===== src/rtl/dot_matrix_driver.sv =====
// 8x8 LED dot-matrix scan driver with double-buffered frames and tear-free swap.
// Optional anti-ghost blanking on the last hold cycle of each row: DOT_GHOST_BLANK_EN.
module dot_matrix_driver #(
  parameter int unsigned ROW_HOLD = 10
) (
  input  logic        clock,
  input  logic        reset,
  input  logic [63:0] frame,
  input  logic        frame_valid,
  output logic        frame_ready,
  output logic [7:0]  dot_row,
  output logic [7:0]  dot_col,
  output logic        frame_sync
);

  localparam int unsigned HW = 8;
  localparam int unsigned RW = 3;
  localparam int unsigned FW = 64;
  localparam int unsigned DW = 8;

  logic          r_run;
  logic [RW-1:0] r_row;
  logic [HW-1:0] r_hold;
  logic [FW-1:0] r_display;
  logic [FW-1:0] r_pending;
  logic          r_ready;
  logic [DW-1:0] r_dot_row;
  logic [DW-1:0] r_dot_col;
  logic          r_frame_sync;

  logic          w_accept;
  logic          w_last_hold;
  logic          w_boundary;
  logic          w_swap;
  logic          w_blank;
  logic [RW-1:0] w_row_nxt;
  logic [HW-1:0] w_hold_nxt;
  logic [FW-1:0] w_display_nxt;

  assign w_accept    = frame_valid & r_ready;
  assign w_last_hold = r_run && (r_hold == HW'(ROW_HOLD - 1));
  assign w_boundary  = w_last_hold && (r_row == RW'(7));
  assign w_swap      = w_boundary && !r_ready;

  // Counters stay at (0,0) for the first edge after reset so row 0 gets its full hold.
  always_comb begin
    w_row_nxt     = r_row;
    w_hold_nxt    = r_hold;
    w_display_nxt = r_display;
    if (!r_run) begin
      w_row_nxt  = '0;
      w_hold_nxt = '0;
    end else if (w_last_hold) begin
      w_row_nxt  = r_row + RW'(1);
      w_hold_nxt = '0;
    end else begin
      w_hold_nxt = r_hold + HW'(1);
    end
    if (w_swap) begin
      w_display_nxt = r_pending;
    end
  end

`ifdef DOT_GHOST_BLANK_EN
  assign w_blank = (w_hold_nxt == HW'(ROW_HOLD - 1));
`else
  assign w_blank = 1'b0;
`endif

  // Outputs are registered from the next-cycle counter/display values.
  always_ff @(posedge clock or negedge reset) begin
    if (!reset) begin
      r_run        <= 1'b0;
      r_row        <= '0;
      r_hold       <= '0;
      r_display    <= '0;
      r_pending    <= '0;
      r_ready      <= 1'b1;
      r_dot_row    <= 8'hFF;
      r_dot_col    <= 8'h00;
      r_frame_sync <= 1'b0;
    end else begin
      r_run     <= 1'b1;
      r_row     <= w_row_nxt;
      r_hold    <= w_hold_nxt;
      r_display <= w_display_nxt;
      if (w_swap) begin
        r_ready <= 1'b1;
      end else if (w_accept) begin
        r_pending <= frame;
        r_ready   <= 1'b0;
      end
      if (w_blank) begin
        r_dot_row <= 8'hFF;
        r_dot_col <= 8'h00;
      end else begin
        r_dot_row <= ~(DW'(1) << w_row_nxt);
        r_dot_col <= w_display_nxt[{w_row_nxt, 3'b000} +: DW];
      end
      r_frame_sync <= (w_row_nxt == '0) && (w_hold_nxt == '0);
    end
  end

  assign frame_ready = r_ready;
  assign dot_row     = r_dot_row;
  assign dot_col     = r_dot_col;
  assign frame_sync  = r_frame_sync;

endmodule


===== config.mk =====
export PLATFORM = sky130hd
export DESIGN_NAME = dot_matrix_driver
export DESIGN_NICKNAME = d
export VERILOG_FILES = /design/src/rtl/dot_matrix_driver.sv
export SDC_FILE = /design/constraint.sdc
export NUM_CORES = 1
export LEC_CHECK = 0
export CORE_ASPECT_RATIO = 1.5
export CORE_MARGIN = 3
export CORE_UTILIZATION = 50
export DETAILED_ROUTE_END_ITERATION = 8
export GPL_ROUTABILITY_DRIVEN = 0
export GPL_TIMING_DRIVEN = 0
export PLACE_DENSITY = 0.75
export SYNTH_ARGS = -nofsm -noshare
export SYNTH_HDL_FRONTEND = slang
export SYNTH_SLANG_ARGS = --single-unit

===== constraint.sdc =====
create_clock -name clock -period 2.4 [get_ports clock]
set_input_delay 0.48 -clock clock [delete_from_list [all_inputs] [get_ports clock]]
set_output_delay 0.48 -clock clock [all_outputs]
set_load 0.01 [all_outputs]

==> results.json <==
{
  "outcome": "finished, violations left",
  "violations": "negative setup slack",
  "gr-usage-met2": 0.402,
  "grtUsageMet1": 0.282,
  "ctsHtreeMaxLevel": 4,
  "cts_root_buffer": "clkbuf_16",
  "clk_path_buf_depth": 2,
  "power.internal_w": 0.00479,
  "fillers": 974,
  "ys_ff_latch": 158,
  "power_frac_clock": 0.465,
  "setup_tns_ps": -647,
  "globalRouteOverflowTotal": 0,
  "grt_max_degree": 87,
  "first_pass_iters": 5,
  "grt_pass1_wl_um": 26900,
  "clk_latency_ps": 420,
  "drv_slew": 0,
  "p_switching_w": 0.00129,
  "numCtsBuffers": 17,
  "drc": 0,
  "synth_area_mm2": 0.00690,
  "dpl.cell_count": 817,
  "port_buffers": 84,
  "crit_type": "register to register",
  "syn_nets": 644,
  "via_count": 4876,
  "dpl_worst_slack_ps": -840,
  "netSwitchingFraction": 0.211,
  "fin_ws_ps": -140,
  "final_net_count": 764,
  "fin_area_mm2": 0.00896,
  "die_h_um": 150,
  "die_area_mm2": 0.0153,
  "critical_path_arrival_ps": 2820,
  "combPwrFrac": 0.060,
  "ir_drop_uv": 581,
  "grt_usage": 0.232,
  "synth_warnings": 0,
  "stdcell_count": 865,
  "cts.sinks": 158,
  "cts_tree": "yes",
  "crit_fanout": 10,
  "ant_nets": 0,
  "async_flop_share": 1.00,
  "ys_seq_area_frac": 0.575,
  "drv_cap": 0,
  "r2r_cells": 8,
  "routed_wl_um": 16900,
  "holdWs_ps": 66.0,
  "fin_crit_ps": 2540,
  "holdBufCountCts": 0,
  "r2r-end": "dot_col[6]",
  "antenna_cells": 0,
  "worst_setup_path_end_kind": "register",
  "synth_edf_count": 0,
  "finalSetupViolCount": 8,
  "grt_setup_unrepaired": "yes",
  "r2r_start": "r_row[1]",
  "p_seq_frac": 0.476,
  "slew_headroom": 0.407,
  "viasPerCell": 5.64,
  "place_area_mm2": 0.00797,
  "core_mm2": 0.0133,
  "grt_pass1_vias": 5127,
  "dr.first_iter.drc_count": 258,
  "setup.worst_path.start_class": "register",
  "grt.busiest_layer": "met2",
  "syn_inst": 573,
  "tightest_slew_ps": 889,
  "std_cell_rows": 51,
  "antenna_found_initial": 0,
  "io_pins": 85,
  "fin_skew_ps": 8.27,
  "use_met3": 0.0401,
  "rrSetupSlack_ps": -140,
  "required_ps": 2680,
  "dpl.hpwl_um": 11300,
  "synth_cell_types": 55,
  "wire_per_inst_um": 19.5,
  "clk_pin_slew_ps": 60,
  "synth_flop_cell": "dfrtp_1",
  "start_util": 0.520,
  "die_w_um": 102,
  "max_freq_ghz": 0.394,
  "area_growth_pct": 29.9,
  "drive_above_1_share": 0.268,
  "hold_violations": 0,
  "fin_crit_sh": 1.06,
  "powerDensity_mw_per_mm2": 679,
  "syn_avg_cell_area_um2": 12.0,
  "p_leak_nw": 4.47,
  "holdCritPathClass": "primary input to asynchronous set/reset pin"
}
area by class of cell:
type | instances | area [um^2] | area share
buffer | 26 | 184 | 0.0205
inverter | 26 | 105 | 0.0117
tap | 159 | 199 | 0.0222
multi-input combinational | 361 | 2860 | 0.319
timing repair buffer | 103 | 1030 | 0.115
clock inverter | 11 | 166 | 0.0186
sequential | 158 | 3970 | 0.443
clock buffer | 21 | 450 | 0.0503
worst max-delay path by stage:
stage,to,startpoint,cells after the start,slack (ps)
4_1_cts,dot_col[6],r_hold[1],10,-180
6_report,dot_col[6],r_row[1],8,-140
2_1_floorplan,dot_col[6],r_hold[1],10,50
3_5_place_dp,dot_col[3],r_hold[0],8,-840
5_1_grt,dot_col[6],r_row[0],8,-240
3_3_place_gp,r_pending[20],reset,1,-5110
through the flow:
step | utilization | total power, W
2_1_floorplan | - | 0.00305
3_3_place_gp | 0.598 | 0.00326
3_5_place_dp | 0.600 | 0.00329
4_1_cts | 0.666 | 0.00609
5_1_grt | 0.675 | 0.00626
6_report | 0.675 | 0.00608
repair_timing:
action / CTS / global route
setup endpoints to repair: 32 / 30
cloned: 0 / 1
pin swaps: 9 / 8
buffers inserted: 12 / 5
resized for setup: 41 / 18
layout by cell type (no fill, tap or decap), drive strengths merged, types with 2 or more instances in the layout:
cell type        n
nor2b            5
a221oi           3
nor2            13
dfrtp          149
a22oi            3
clkinvlp         3
a31oi            3
bufinv           4
nand3            4
and3             2
o221a            8
dfstp            9
o221ai           4
inv             27
a21o             2
a21oi            9
buf             33
nand2          133
mux2            75
nand4            2
mux2i           45
ha               4
a2111oi          3
clkbuf          34
nor4             2
o21a             4
xnor2            2
clkdlybuf4s50   83
or2              2
o21ai            9
xor2             4
clkinv           3
mux4             3
nand2b           2
power by group through the flow:
stage | Sequential (W) | Clock, W | Combinational, W
after global placement | 0.00293 | 0 | 0.000325
after detailed placement | 0.00294 | 0 | 0.000347
after CTS | 0.00289 | 0.00284 | 0.000361
final | 0.00289 | 0.00282 | 0.000362
after floorplan | 0.00290 | 0 | 0.000152
after global routing | 0.00290 | 0.00295 | 0.000399
cell usage after synthesis, drive strengths merged (2+ instances only):
cell type / number / area, um^2
nand3: 4 / 32.5
xnor2: 2 / 17.5
nand2b: 2 / 12.5
a2111oi: 3 / 32.5
mux2: 75 / 845
a21o: 2 / 15.0
mux4: 3 / 71.3
dfrtp: 149 / 3730
inv: 26 / 103
xor2: 4 / 35.0
nor2b: 5 / 31.3
a221oi: 3 / 45.0
buf: 14 / 97.6
a21oi: 9 / 45.0
nor2: 13 / 48.8
nand4: 2 / 12.5
o221a: 8 / 90.1
clkbuf: 14 / 52.6
a31oi: 3 / 18.8
and3: 2 / 12.5
a22oi: 3 / 22.5
o21ai: 9 / 48.8
mux2i: 45 / 450
o221ai: 4 / 35.0
dfstp: 9 / 236
ha: 4 / 50.1
or2: 2 / 12.5
o21a: 4 / 30.0
nor4: 2 / 12.5
nand2: 133 / 499
sequential cells by signal, indices dropped and copies added, names as in the netlist:
signal,flops
r_hold,8
frame_ready,1
r_display,64
frame_sync,1
r_pending,64
r_row,3
dot_col,8
r_run,1
dot_row,8
worst max-delay path, cell delays in order, from the launching register on:
cell,delay (ps)
dfrtp_1,450
ha_1,220
ha_1,170
nor2b_2,170
nand3_4,130
buf_8,180
mux4_2,570
a2111oi_4,380
a31oi_1,110
layer usage:
layer,share of wire,wire length (um)
met1,0.40,6680
met4,0.028,478
met3,0.042,712
met2,0.53,9020
met5,0,0
cell families (layout without fill, tap and decap cells):
kind of cell | after synthesis | count (layout) | synth area share
other cells | 1 | 1 | 0.000544
flops | 158 | 158 | 0.575
fa+ha+maj | 4 | 4 | 0.00726
simple gates | 172 | 172 | 0.110
mux | 123 | 123 | 0.198
xor+xnor | 6 | 6 | 0.00762
compound gates | 55 | 55 | 0.0648
buf+inv | 54 | 187 | 0.0366
Power figures use the tool's default switching activity.
